===== config.mk =====
export PLATFORM = sky130hd
export DESIGN_NAME = nano_uart_tx
export DESIGN_NICKNAME = d
export VERILOG_FILES = /design/src/rtl/nano_uart_tx.sv
export SDC_FILE = /design/constraint.sdc
export NUM_CORES = 1
export LEC_CHECK = 0
export ABC_AREA = 1
export CORE_ASPECT_RATIO = 0.6
export CORE_UTILIZATION = 54
export DETAILED_ROUTE_END_ITERATION = 8
export MAX_ROUTING_LAYER = met4
export PLACE_DENSITY = 0.92
export SYNTH_ARGS = -nofsm -noshare
export SYNTH_HDL_FRONTEND = slang
export SYNTH_SLANG_ARGS = --single-unit
export TNS_END_PERCENT = 30

===== constraint.sdc =====
create_clock -name clock -period 5.98 [get_ports clock]
set_clock_uncertainty 0.05 [all_clocks]
set_input_delay 0.598 -clock clock [delete_from_list [all_inputs] [get_ports clock]]
set_output_delay 0.598 -clock clock [all_outputs]
set_load 0.01 [all_outputs]

===== src/rtl/nano_uart_tx.sv =====
// Memory-mapped 8N1 UART transmitter with a circular byte FIFO.
// A TXDATA write (offset 0) queues a byte. A CTRL write (offset 4) with d_data[0]=1 clears the sticky overflow flag.
module nano_uart_tx #(
  parameter int unsigned CLKS_PER_BIT = 4,
  parameter int unsigned FIFO_DEPTH   = 4,
  parameter logic [3:0]  ADDR_TAG     = 4'hF
) (
  input  logic        clock,
  input  logic        not_reset,
  input  logic [31:0] d_address,
  input  logic [31:0] d_data,
  input  logic        mem_wr,
  output logic        tx,
  output logic        busy,
  output logic        fifo_full,
  output logic [4:0]  fifo_count,
  output logic        overflow
);

  localparam int unsigned      PTR_W     = $clog2(FIFO_DEPTH);
  localparam logic [7:0]       BAUD_LAST = 8'(CLKS_PER_BIT - 1);
  localparam logic [4:0]       DEPTH_C   = 5'(FIFO_DEPTH);
  localparam logic [PTR_W-1:0] PTR_ONE   = PTR_W'(1);

  if (CLKS_PER_BIT < 2 || CLKS_PER_BIT > 255) begin : g_bad_cpb
    $error("CLKS_PER_BIT must lie in 2..255");
  end
  if (FIFO_DEPTH < 2 || FIFO_DEPTH > 16 || (FIFO_DEPTH & (FIFO_DEPTH - 1)) != 0) begin : g_bad_depth
    $error("FIFO_DEPTH must be a power of two in 2..16");
  end

  typedef enum logic [1:0] {
    IDLE  = 2'd0,
    START = 2'd1,
    DATA  = 2'd2,
    STOP  = 2'd3
  } state_e;

  state_e           state_q, state_d;
  logic [7:0]       baud_q, baud_d;
  logic [2:0]       bit_q, bit_d;
  logic [7:0]       shift_q, shift_d;
  logic             tx_q, tx_d;
  logic [PTR_W-1:0] wr_ptr_q, wr_ptr_d;
  logic [PTR_W-1:0] rd_ptr_q, rd_ptr_d;
  logic [4:0]       count_q, count_d;
  logic             ovf_q, ovf_d;
  logic [7:0]       mem_q [FIFO_DEPTH];

  logic sel, wr_txdata, wr_ctrl;
  logic push, drop, pop;
  logic baud_done;

  // Bus decode.
  assign sel       = (d_address[31:28] == ADDR_TAG);
  assign wr_txdata = mem_wr && sel && !d_address[2];
  assign wr_ctrl   = mem_wr && sel && d_address[2];

  // A pop on the same edge frees a slot, so a full FIFO can still accept that write.
  assign push      = wr_txdata && ((count_q < DEPTH_C) || pop);
  assign drop      = wr_txdata && !push;
  assign baud_done = (baud_q == BAUD_LAST);

  // NOTE: storage carries no reset; pointers and count define validity, so stale contents are never observed.
  always_ff @(posedge clock) begin
    if (push) begin
      mem_q[wr_ptr_q] <= d_data[7:0];
    end
  end

  always_comb begin
    // NOTE: every combinational output gets a default first so no path leaves it unassigned (no latch).
    wr_ptr_d = wr_ptr_q;
    rd_ptr_d = rd_ptr_q;
    count_d  = count_q;
    ovf_d    = ovf_q;
    if (push) wr_ptr_d = wr_ptr_q + PTR_ONE;
    if (pop)  rd_ptr_d = rd_ptr_q + PTR_ONE;
    if (push && !pop)      count_d = count_q + 5'd1;
    else if (pop && !push) count_d = count_q - 5'd1;
    // A dropped push wins over a clear on the same edge.
    if (drop)                     ovf_d = 1'b1;
    else if (wr_ctrl && d_data[0]) ovf_d = 1'b0;
  end

  always_comb begin
    state_d = state_q;
    baud_d  = baud_q;
    bit_d   = bit_q;
    shift_d = shift_q;
    pop     = 1'b0;
    tx_d    = 1'b1;

    unique case (state_q)
      IDLE: begin
        if (count_q != 5'd0) begin
          pop     = 1'b1;
          shift_d = mem_q[rd_ptr_q];
          baud_d  = 8'd0;
          state_d = START;
        end
      end
      START: begin
        if (baud_done) begin
          baud_d  = 8'd0;
          bit_d   = 3'd0;
          state_d = DATA;
        end else begin
          baud_d = baud_q + 8'd1;
        end
      end
      DATA: begin
        if (baud_done) begin
          baud_d = 8'd0;
          if (bit_q == 3'd7) state_d = STOP;
          else               bit_d   = bit_q + 3'd1;
        end else begin
          baud_d = baud_q + 8'd1;
        end
      end
      STOP: begin
        if (baud_done) begin
          baud_d = 8'd0;
          // Back-to-back frames: the next byte starts without an idle gap.
          if (count_q != 5'd0) begin
            pop     = 1'b1;
            shift_d = mem_q[rd_ptr_q];
            state_d = START;
          end else begin
            state_d = IDLE;
          end
        end else begin
          baud_d = baud_q + 8'd1;
        end
      end
      default: state_d = IDLE;
    endcase

    // The line level is decoded from the next state so that tx itself is a flop.
    unique case (state_d)
      START:   tx_d = 1'b0;
      DATA:    tx_d = shift_d[bit_d];
      default: tx_d = 1'b1;
    endcase
  end

  always_ff @(posedge clock or negedge not_reset) begin
    if (!not_reset) begin
      state_q  <= IDLE;
      baud_q   <= 8'd0;
      bit_q    <= 3'd0;
      shift_q  <= 8'd0;
      tx_q     <= 1'b1;
      wr_ptr_q <= '0;
      rd_ptr_q <= '0;
      count_q  <= 5'd0;
      ovf_q    <= 1'b0;
    end else begin
      // NOTE: non-blocking assignments here so every register samples the pre-edge values of the others.
      state_q  <= state_d;
      baud_q   <= baud_d;
      bit_q    <= bit_d;
      shift_q  <= shift_d;
      tx_q     <= tx_d;
      wr_ptr_q <= wr_ptr_d;
      rd_ptr_q <= rd_ptr_d;
      count_q  <= count_d;
      ovf_q    <= ovf_d;
    end
  end

  assign tx         = tx_q;
  assign busy       = (state_q != IDLE) || (count_q != 5'd0);
  assign fifo_full  = (count_q == DEPTH_C);
  assign fifo_count = count_q;
  assign overflow   = ovf_q;

  logic unused_bits;
  assign unused_bits = ^{d_address[27:3], d_address[1:0], d_data[31:8]};

endmodule


==> metrics <==
unrepaired setup endpoints after global routing no; Max Transition Viols Final 0; DRC marker count from the first detailed-route iteration 339; Yosys top cell by area edfxtp_1; Residual DRC 0; setup TNS 0 ns; Max FO, Critical Path 10; Root Driver clkbuf_8; H-tree Lvls 3; clock latency on the worst-skew pair 0.35 ns; largest family of logic cells by synthesized area simple AND/OR/NAND/NOR gates; Post-CTS Hold Buffers 0; Slew @ Worst Pin 0.8574 ns; Synth area leaders edfxtp_1 29%, dfrtp_1 23%, nand2_1 12%; CP endpoint fifo_count[4]$_DFFE_PN0P_; DR WL/cell 15.54 um; area share of fa/ha/maj cells after synthesis 5.887%; Compound-Gate Fraction of Synth Area 6.453%; Synth Net Count 437; power density cells 248.1 nW/um^2; die width 103.2 um; Arr. time, crit path 3.38 ns; Mapped Cells 355; grt total ovfl 0; RR Endpoint fifo_count[4]$_DFFE_PN0P_; clock-pin slew on the worst setup and hold paths 0.08 ns; via count 2591; post-DR vias/cell 5.501; total die area 6468 sq um; Synth cell types 35; Gate power share 2.9%; clk buf depth 2; Seq pwr share 48.6%; hold slack final 0.4392 ns; P_leak 1.692 nW; first-pass GRT wire length 12330 um; setup bufs post-CTS 0; top cells by count, synth 102 x nand2_1, 34 x nand3_1, 32 x edfxtp_1, 31 x dfrtp_1, 29 x inv_1; fin crit share 53.26%; Boundary Pins 76; Total GRT Usage 26.67%; dpl ws 2.653 ns; Final ANT Viol Nets 0; worst reg2reg path startpoint state_q[0]$_DFF_PN0_; Post-Route WL 7318 um; met1 Use GR 36.97%; Sink Count 64; vias in the first global route 2525; Max Clock Freq 0.3140 GHz; sw frac 20.72%; Detail Placement HPWL 5130 um; share of layout cells above drive strength 1 12.79%; sw power 0.1993 mW; Synth Area in XOR/XNOR 2.906%; Syn Std Cell Area 3316 sq um; num rows 21; met2 Use GR 37.25%; largest net degree at the start of global routing 33; max-cap violations 0; R2R depth 17; Worst VDD drop 0.1963 mV; count leader, synth nand2_1; Hold Fails Final Rpt 0; status completed; Final min period 3.185 ns; Async SR Flop Fraction 50.00%; routability-driven placement congestion ratio 0.8866; Yosys Warn Count 0; cts bufs inserted 9; mux contribution to synthesized area 0%; router iterations before antenna repair 6; R2R Setup Slk 2.79 ns; Int Pwr 0.7625 mW; area share of the largest cell type after synthesis 28.98%; Final #Nets 468; syn avg cell area 9.340 sq um; n_diodes 0; CP startpoint state_q[0]$_DFF_PN0_; Initial Utilization 57.62%; FF+latch count, synth 64; grt met3 use 9.508%; sequential element share of the synthesized area 53.17%; worst path required time 6.17 ns; core area 5754 sq um; CP Launch Type flip-flop; Area Overhead vs Synth 16.91%; # port buffers 24; Final WS setup 2.795 ns; Top FF cell, synth edfxtp_1; Clk network pwr share 48.5%; WS Path Type flip-flop to flip-flop; simple-gate share of the synthesized area 26.26%; die height 62.70 um; setup violation total in the final timing report 0; Layout Cells excl Fill 471; GR peak layer met2; Post-synth EDFFs 32; initial antenna violation count 0; CTS tree built; Multi-input gate area 1376 sq um; Hold WC Path Type flip-flop to flip-flop; post-CTS sizing 0; # fillers 392; Reg area 1763 sq um; max_slew headroom 42.63%; CP endpoint kind flip-flop; final core utilization 67.36%; placed cells 455
==> cells by family (layout without fill, tap and decap cells) <==
family          after synthesis  after routing
buf+inv                      41             77
simple gates                191            191
fa+ha+maj                    15             15
compound gates               33             33
flops                        64             64
xor+xnor                     11             11
==> worst min path at each step <==
| stage | start | end | slack, ns | cells after the start |
|---|---|---|---|---|
| after floorplan | not_reset | baud_q[0]$_DFFE_PN0P_ | 0.25 | 0 |
| after global placement | shift_q[7]$_DFF_PN0_ | shift_q[7]$_DFF_PN0_ | 0.40 | 2 |
| after detailed placement | shift_q[4]$_DFF_PN0_ | shift_q[4]$_DFF_PN0_ | 0.42 | 2 |
| after CTS | shift_q[4]$_DFF_PN0_ | shift_q[4]$_DFF_PN0_ | 0.43 | 2 |
| after global routing | shift_q[7]$_DFF_PN0_ | shift_q[7]$_DFF_PN0_ | 0.46 | 2 |
| final | shift_q[7]$_DFF_PN0_ | shift_q[7]$_DFF_PN0_ | 0.44 | 2 |
==> flip-flops by register name (all words and copies together), names as in the netlist, 2 cells and up <==
signal      flops
mem_q          32
bit_q           3
shift_q         8
fifo_count      5
state_q         2
rd_ptr_q        2
wr_ptr_q        2
baud_q          8
==> worst max-delay path, cell delays in order, from the launching register on <==
cell     delay [ns]
dfrtp_1        0.41
inv_1          0.16
ha_1           0.33
inv_2          0.13
nand2_4        0.16
nand2_2        0.11
nand2_1        0.08
nand2_1        0.16
inv_1          0.15
ha_1           0.21
inv_1          0.12
ha_1           0.33
a21o_1         0.17
a31oi_1        0.18
nand2_1        0.07
nand2_1        0.06
nor2_1         0.05
xor2_1         0.14
==> power groups by stage <==
stage	Clock (mW)	Combinational, mW	Sequential (mW)
2_1_floorplan	0	0.00471	0.477
3_3_place_gp	0	0.0270	0.476
3_5_place_dp	0	0.0284	0.476
4_1_cts	0.470	0.0286	0.467
5_1_grt	0.489	0.0311	0.468
6_report	0.466	0.0283	0.467
==> layout make-up <==
type	instances	area share, %
sequential	64	45.48
multi-input combinational	250	35.51
timing repair buffer	25	6.391
inverter	36	3.615
clock inverter	7	3.228
clock buffer	9	3.196
tap	80	2.582
==> metrics by stage <==
step	total power [mW]	cell area, sq um
after floorplan	0.4821	3316
after global placement	0.5034	3627
after detailed placement	0.5048	3627
after CTS	0.9659	3876
after global routing	0.9878	3876
final	0.9619	3876
==> per-layer routing <==
layer / wire length, um / part of all wire (%)
met1: 3261 / 45
met2: 3284 / 45
met3: 681 / 9.3
met4: 91 / 1.2
met5: 0 / 0
==> placed cells by master (no fill, tap or decap), types with 2 or more instances in the layout <==
cell type / synthesis / routed
dfrtp_1: 31 / 31
nand4_1: 2 / 2
inv_1: 29 / 29
inv_6: 0 / 3
nand3_1: 34 / 34
xor2_1: 10 / 10
nand2_1: 102 / 102
and3_1: 3 / 3
ha_1: 14 / 14
nand2_2: 8 / 8
clkbuf_8: 0 / 9
inv_2: 5 / 5
a31oi_1: 2 / 2
nand3_2: 3 / 3
nor3_1: 2 / 2
edfxtp_1: 32 / 32
o21ai_1: 3 / 3
a21o_1: 2 / 2
nor2_2: 4 / 4
nor2_4: 4 / 4
o22ai_1: 5 / 5
nor2_1: 26 / 26
a21oi_1: 5 / 5
a32oi_2: 2 / 2
inv_4: 2 / 2
o21ai_0: 11 / 11
clkdlybuf4s50_1: 0 / 24
nand2_4: 2 / 2
bufinv_16: 0 / 3
Power figures use the tool's default switching activity.
